**config.mk**
```make
export PLATFORM = sky130hd
export DESIGN_NAME = data_distributor
export DESIGN_NICKNAME = d
export VERILOG_FILES = /design/src/rtl/data_distributor.sv
export SDC_FILE = /design/constraint.sdc
export NUM_CORES = 1
export LEC_CHECK = 0
export ABC_CLOCK_PERIOD_IN_PS = 3500
export CORE_UTILIZATION = 49
export DETAILED_ROUTE_END_ITERATION = 16
export HOLD_SLACK_MARGIN = 0.08
export PLACE_DENSITY_LB_ADDON = 0.2
export SYNTH_ARGS = -nofsm -noshare
export SYNTH_HDL_FRONTEND = slang
export SYNTH_SLANG_ARGS = --single-unit
```
**constraint.sdc**
```tcl
create_clock -name clk -period 3.5 [get_ports clk]
set_input_delay 0.875 -clock clk [delete_from_list [all_inputs] [get_ports clk]]
set_output_delay 0.875 -clock clk [all_outputs]
set_load 0.02 [all_outputs]
```
**src/rtl/data_distributor.sv**
```systemverilog
// ============================================================================
// Module  : data_distributor
// Brief   : Deals a word stream round-robin into PE columns, hands off full rows.
// Revision: 1.0 - initial release
// ============================================================================
`default_nettype none

module data_distributor #(
  parameter int DATA_WIDTH = 32,
  parameter int NUM_COL    = 7
) (
  input  logic                                  clk,
  input  logic                                  rstn,
  input  logic                                  clr,
  input  logic [7:0]                            kernel_size,
  input  logic [2*DATA_WIDTH-1:0]               s_data,
  input  logic                                  s_valid,
  output logic                                  s_ready,
  output logic [NUM_COL-1:0][2*DATA_WIDTH-1:0]  pe_data,
  output logic [NUM_COL-1:0]                    pe_col_en,
  output logic                                  pe_valid,
  input  logic                                  pe_ready,
  output logic [15:0]                           row_cnt,
  output logic                                  err_ksize
);

  localparam int CW = $clog2(NUM_COL + 1);
  localparam int WW = 2 * DATA_WIDTH;

  typedef enum logic [1:0] {
    ST_IDLE = 2'd0,
    ST_FILL = 2'd1,
    ST_HOLD = 2'd2
  } state_t;

  state_t                      r_state;
  logic [NUM_COL-1:0][WW-1:0]  r_fill;
  logic [CW-1:0]               r_ptr;
  logic [CW-1:0]               r_ks;

  logic [NUM_COL-1:0][WW-1:0]  w_fill_nxt;
  logic [NUM_COL-1:0][WW-1:0]  w_row_data;
  logic [NUM_COL-1:0]          w_row_en;
  logic [CW-1:0]               w_row_ks;
  logic [CW-1:0]               w_wr_idx;
  logic                        w_accept;
  logic                        w_last;
  logic                        w_free;
  logic                        w_xfer;

  assign err_ksize = (kernel_size == 8'd0) || (kernel_size > 8'(NUM_COL));

  always_comb begin
    s_ready = 1'b0;
    case (r_state)
      ST_IDLE: s_ready = !err_ksize;
      ST_FILL: s_ready = 1'b1;
      default: s_ready = 1'b0;
    endcase
    s_ready = s_ready && rstn && !clr;
  end

  assign w_accept = s_valid && s_ready;
  // In IDLE the row size is still the live input; it is only latched on accept.
  assign w_row_ks = (r_state == ST_IDLE) ? kernel_size[CW-1:0] : r_ks;
  assign w_wr_idx = (r_state == ST_IDLE) ? '0 : r_ptr;
  assign w_last   = w_accept && (w_wr_idx == w_row_ks - CW'(1));
  assign w_free   = !pe_valid || pe_ready;
  assign w_xfer   = (w_last || (r_state == ST_HOLD)) && w_free;

  generate
    for (genvar i = 0; i < NUM_COL; i++) begin : g_col
      assign w_fill_nxt[i] = (w_accept && (w_wr_idx == CW'(i))) ? s_data : r_fill[i];
      assign w_row_en[i]   = (CW'(i) < w_row_ks);
      assign w_row_data[i] = w_row_en[i] ? w_fill_nxt[i] : '0;
    end
  endgenerate

  always_ff @(posedge clk or negedge rstn) begin
    if (!rstn) begin
      r_state   <= ST_IDLE;
      r_fill    <= '0;
      r_ptr     <= '0;
      r_ks      <= '0;
      pe_data   <= '0;
      pe_col_en <= '0;
      pe_valid  <= 1'b0;
      row_cnt   <= '0;
    end else if (clr) begin
      r_state   <= ST_IDLE;
      r_fill    <= '0;
      r_ptr     <= '0;
      r_ks      <= '0;
      pe_data   <= '0;
      pe_col_en <= '0;
      pe_valid  <= 1'b0;
      row_cnt   <= '0;
    end else begin
      r_fill <= w_fill_nxt;

      if (w_xfer) begin
        pe_data   <= w_row_data;
        pe_col_en <= w_row_en;
        pe_valid  <= 1'b1;
        row_cnt   <= row_cnt + 16'd1;
      end else if (pe_valid && pe_ready) begin
        pe_valid  <= 1'b0;
      end

      case (r_state)
        ST_IDLE: begin
          if (w_accept) begin
            r_ks <= w_row_ks;
            if (w_last) begin
              r_state <= w_free ? ST_IDLE : ST_HOLD;
              r_ptr   <= '0;
            end else begin
              r_state <= ST_FILL;
              r_ptr   <= CW'(1);
            end
          end
        end
        ST_FILL: begin
          if (w_accept) begin
            if (w_last) begin
              r_state <= w_free ? ST_IDLE : ST_HOLD;
              r_ptr   <= '0;
            end else begin
              r_ptr   <= r_ptr + CW'(1);
            end
          end
        end
        ST_HOLD: begin
          if (w_free) begin
            r_state <= ST_IDLE;
            r_ptr   <= '0;
          end
        end
        default: r_state <= ST_IDLE;
      endcase
    end
  end

endmodule

`default_nettype wire

```
# Yosys cells after proc, flatten, opt, wreduce, memory -nomap -nowiden
# Index checks and enable logic that the tools add are counted.
[totals]
out_inout_bits = 474
in_bits = 77
mem_count = 0
rom_bits = 0
latch_bits = 0
ram_bits = 0
regBits = 928
[classes]
order_cmp = 8
reduce_logical = 30
n_eq_ne = 13
bitwise_logic = 0
n_mul = 0
muxes = 45
div_mod_pow = 0
n_addsub = 3
shifts = 0
[ops]
columns = ["operator", "count"]
rows = [
  ["448-bit 2-to-1 mux", 3],
  ["64-bit 2-to-1 mux", 14],
  ["16-bit 2-to-1 mux", 2],
  ["3-bit 2-to-1 mux", 10],
  ["16-bit by 1-bit adder with 16-bit output (second input constant)", 1],
  ["2-bit 2-to-1 mux", 7],
  ["7-bit 2-to-1 mux", 2],
  ["1-bit logical AND", 13],
  ["3-bit inequality test (second input constant)", 4],
  ["3-bit equality test (second input constant)", 3],
  ["3-bit less-than comparator (first input constant)", 3],
  ["3-bit one-hot mux with 3 select lines", 1],
  ["8-bit by 3-bit > comparator with 1-bit output (second input constant)", 1],
  ["8-bit logical NOT", 1],
  ["4-bit AND reduction", 2],
  ["3-bit by 2-bit equality test with 1-bit output (second input constant)", 2],
  ["1-bit by 3-bit less-than comparator with 1-bit output (first input constant)", 2],
  ["2-bit by 3-bit less-than comparator with 1-bit output (first input constant)", 2],
  ["2-bit one-hot mux with 3 select lines", 1],
  ["2-bit nonzero test", 3],
  ["1-bit 2-to-1 mux", 4],
  ["4-bit nonzero test", 1],
  ["3-bit by 1-bit adder with 3-bit output (second input constant)", 1],
  ["3-bit by 1-bit equality test with 1-bit output (second input constant)", 1],
  ["11 further kinds", 15],
]

# Longest topological paths before layout
[logic_depth]
depth_word = 12
depth_mapped = 15
ltp_nobuf = 10

# Worst setup path before layout
# No wires, ideal clock.
[synth_timing]
path_kind = "reg-to-reg"
start = "register r_state[0]"
end = "register row_cnt[5]"
t_arrival_ns = 3.086
path_stages_with_launch = 13
period_less_slack_ns = 3.214
setup_slack_ns = 0.286
path_cell_list = "dfrtp_1 > inv_1 > ha_1 > buf_2 > buf_1 > mux2i_1 > ha_1 > xnor2_1 > o31ai_1 > nand4_1 > o31ai_2 > nand4_1 > mux2_1"
[synth_via]
elab_chain_len = 9
elab_cells_between_ends = 15
[synth_rtl]
columns = ["element", "line", "source"]
rows = [
  ["start, declared", "36", "state_t r_state;"],
  ["start signal, assigned", "115", "r_state <= w_free ? ST_IDLE : ST_HOLD;"],
  ["start signal, assigned", "126", "r_state <= w_free ? ST_IDLE : ST_HOLD;"],
  ["branches (longest 6 deep; another with 3-bit by 1-bit subtractor with 3-bit output)", "n/a", ""],
  ["1-bit logical OR (*)", "69", "assign w_xfer = (w_last || (r_state == ST_HOLD)) && w_free;"],
  ["1-bit logical AND (*)", "69", ""],
  ["2-bit nonzero test (no line) (*)", "n/a", ""],
  ["end signal, assigned", "105", "row_cnt <= row_cnt + 16'd1;"],
  ["end, declared", "23", "output logic [15:0] row_cnt,"],
]
# Mark *: on every way between the ends.
# A chain may end at the register's enable or synchronous reset.

# Worst setup path in the final report
[layout_timing]
start = "input kernel_size[5]"
end = "output err_ksize"
[layout_via]
elab_chain_len = 2
elab_cells_between_ends = 3
[layout_rtl]
columns = ["element", "line", "source"]
rows = [
  ["start, declared", "15", "input logic [7:0] kernel_size,"],
  ["8-bit by 3-bit > comparator with 1-bit output or 8-bit logical NOT (tied branches)", "51", "assign err_ksize = (kernel_size == 8'd0) || (kernel_size > 8'(NUM_COL));"],
  ["1-bit logical OR (*)", "51", ""],
  ["end, declared", "24", "output logic err_ksize"],
]
# Mark *: on every way between the ends. The rest lies on a longest branch, timed or not.

==> flow_metrics.py <==
metrics = {
    "yosys": {
        "synthDistinctLibCells": 54,
        "synth.area.top_cells": "dfrtp_1, mux2i_1, o21ai_1",
        "yosysTopAreaCell": "dfrtp_1",
        "synth_edf_count": 0,
        "syn-cell-area_um2": 35620,
        "synth-seq-cells": 928,
        "synth.avg_cell_area_um2": 11.42,
        "synthesis.instances": 3119,
        "synth_common_cells": "dfrtp_1, nand2_1, nor2_1",
        "ys_warn_count": 0,
        "synthesis.nets": 3202,
        "yosys.area.top_type_share": 0.6519,
        "ys_async_sr_fraction": 1.000,
        "synth_seq_area_share": 0.6519,
        "synth.most_common_cell": "dfrtp_1",
        "synthFlopType": "dfrtp_1",
    },
    "clock_tree": {
        "clkSlewWorstSetupHoldPaths_ns": 0.06,
        "clock_latency_ns": 0.64,
        "cts-root-buf": "clkbuf_16",
        "clockBufferDepth": 3,
        "cts.sinks": 928,
        "cts_tree": "done",
        "cts_max_level": 3,
        "cts-buffers-inserted": 94,
    },
    "cells_and_area": {
        "syn_to_final_growth_pct": 28.82,
        "final_area_um2": 45890,
        "drive_gt1_frac": 0.08090,
        "nNetsFinal": 3744,
    },
    "timing": {
        "drv_slew": 0,
        "min_period_ns": 3.442,
        "final.setup.tns_ns": 0,
        "period_share": 0.9833,
        "worst_hold_slack_ns": 0.4284,
        "slew_headroom": 0.2575,
        "tightestPinTransition_ns": 1.114,
        "fmax_ghz": 0.2906,
        "rsz0062_at_grt": "no",
        "setup_violations": 0,
        "layout_setup_ws_ns": 0.05837,
        "timing_hold_violations_final": 0,
        "finClkSkew_ns": 0.02439,
    },
    "drt": {
        "num_vias": 25937,
        "routed_wl_um": 104500,
        "ant_nets": 0,
        "dr.pass1.iters": 6,
        "drc": 0,
        "wire_per_inst_um": 22.31,
        "drt_iter0_drc": 1977,
        "vias_per_cell": 5.537,
    },
    "global_routing": {
        "grt_max_degree": 191,
        "first_global_vias": 26981,
        "grt_util_all_layers": 0.2855,
        "gr-total-overflow": 0,
        "grt_first_pass_wirelength_um": 162000,
        "grt_antenna_before_repair": 1,
    },
    "pwr": {
        "power.switching_uw": 4682,
        "p_int_uw": 16780,
        "power_density_nw_per_um2": 467.7,
        "pwr-share-clk": 0.466,
        "combPwrFrac": 0.034,
        "total_power_uw": 21470,
        "leakage_uw": 0.02062,
        "share_seq_of_total_power": 0.500,
        "ir_drop_uv": 365.8,
        "sw_frac_of_total": 0.2181,
    },
    "place": {
        "port-buffer-count": 550,
        "gp_congestion": 0.9103,
        "dpl_cell_area_um2": 42790,
        "dp_slack_ns": -0.3169,
        "dpl.hpwl_um": 67800,
    },
    "critical_path": {
        "cp-start-kind": "primary input",
        "critPathMaxStageDelay_ns": 0.56,
        "path_cells": "clkdlybuf4s50_1 -> or4_4 -> buf_4 -> nor3_2 -> inv_1 -> dlygate4sd2_1",
        "arrival_ns": 2.57,
        "cp_max_fo": 2,
        "cp-end-kind": "output pin",
        "rrSetupSlack_ns": 0.26,
        "setup.worst_path.class": "in -> out",
        "critPathRequiredTime_ns": 2.62,
        "critical_path.slowest_cell": "or4_4",
        "critPathBufInv": 4,
        "critical-path-top-delay-family": "buffers and inverters",
    },
    "floorplan": {
        "die_area_um2": 73790,
        "num_io_pins": 551,
        "fp.dieW_um": 271.6,
        "dieHeight_um": 271.6,
        "core_area_um2": 71730,
        "initial_core_util": 0.4966,
        "rows": 98,
    },
    "hold_path": {
        "hold_path_class": "in -> async",
    },
    "flow_run": {
        "cap_violations": 0,
    },
    "outcome": {
        "status": "finished, final reports clean",
    },
}
-- worst reg2reg max path: stages, from the launching register on --
cell and delay [ns]:
dfrtp_1 0.41, inv_1 0.10, ha_2 0.31, mux2i_1 0.29, ha_1 0.30, xnor2_1 0.14
o31ai_1 0.29, nand4_1 0.14, buf_4 0.18, buf_4 0.13, o31ai_2 0.20, buf_4 0.17
buf_4 0.14, buf_4 0.12, xnor2_1 0.12, nor2_1 0.06
-- metal layers --
layer,global-route usage,part of all wire,vias to the layer above
met1,0.3730,0.41,13303
li1,-,-,11514
met2,0.4654,0.48,913
met3,0.06042,0.068,207
met5,0,0,-
met4,0.1159,0.039,0
-- placed cells by master, fill, tap and decap left out, types with 3 or more instances in the layout --
master           Yosys  final
dfrtp_1            928    928
clkdlybuf4s50_1      0    546
nand2_1            476    476
nor2_1             461    461
mux2i_1            454    454
o21ai_1            418    418
clkbuf_16            0     95
buf_4                0     60
buf_12               0     46
o21ai_2             25     25
clkbuf_8             0     25
clkbuf_1            98     24
a21oi_1             15     14
clkinv_2             0     13
inv_1               12     12
nand3_1             11      8
and3_1               9      8
o21ai_0              8      8
o31ai_1              7      7
nor3_1               7      6
nand4_1              6      6
or4_1                6      6
ha_1                 6      5
bufinv_16            0      5
nor2b_1              4      4
xnor2_1              4      4
o21a_1               5      4
nand3b_1             3      3
a211o_1              3      3
and4_1               3      3
nand3_4              0      3
nor4b_1              3      3
a31oi_1              3      3
-- stage by stage --
stage	util	instances
2_1_floorplan	-	3119
3_3_place_gp	0.5966	4514
3_5_place_dp	0.5966	4514
4_1_cts	0.6397	4682
5_1_grt	0.6398	4684
6_report	0.6398	4684
-- cells by family after synthesis --
family,share of synthesized area
compound gates,0.07685
xor+xnor,0.0009833
fa+ha+maj,0.002107
buf+inv,0.02943
flops,0.6519
mux,0.1282
simple gates,0.1106
-- final timing paths --
| kind | end | start | cells past startpoint |
|---|---|---|---|
| worst max-delay path | err_ksize | kernel_size[5] | 6 |
| worst min-delay path | r_state[0] | rstn | 2 |
| worst max register to register | row_cnt[0] | r_state[0] | 15 |
| min in group clk | pe_col_en[6] | pe_col_en[6] | 2 |
| max in group asynchronous | pe_data[174] | rstn | 3 |
| worst min register to register | pe_col_en[6] | pe_col_en[6] | 2 |
-- layout make-up --
type / count / area, µm²
fillers: 5448 / 25840
diodes: 1 / 2.502
multi-input cells: 1969 / 11460
well taps: 950 / 1189
repair buffers: 656 / 6880
clock buffers: 144 / 2811
inverters: 12 / 45.04
clock inverters: 24 / 281.5
flip-flops and latches: 928 / 23220
-- power by group through the flow --
stage	clock, µW	sequential [µW]	combinational [µW]
3_3_place_gp	0	10900	724
6_report	10000	10700	723
2_1_floorplan	0	10900	185
3_5_place_dp	0	10900	735
4_1_cts	10200	10700	736
5_1_grt	10600	10700	789
-- state kept, by name (all words and copies together) (netlist names) --
name	flops
pe_data	448
r_fill	448
row_cnt	16
pe_col_en	7
r_ks	3
r_ptr	3
r_state	2
pe_valid	1
-- repair_timing --
item                                    4_1_cts  5_1_grt
endpoints found under the setup margin        2        2
hold buffers                                  0        0
gates resized for setup                       5        1
gates cloned                                  0        0
setup buffers                                 0        1
pin swaps                                     0        2
Power figures use the tool's default switching activity.
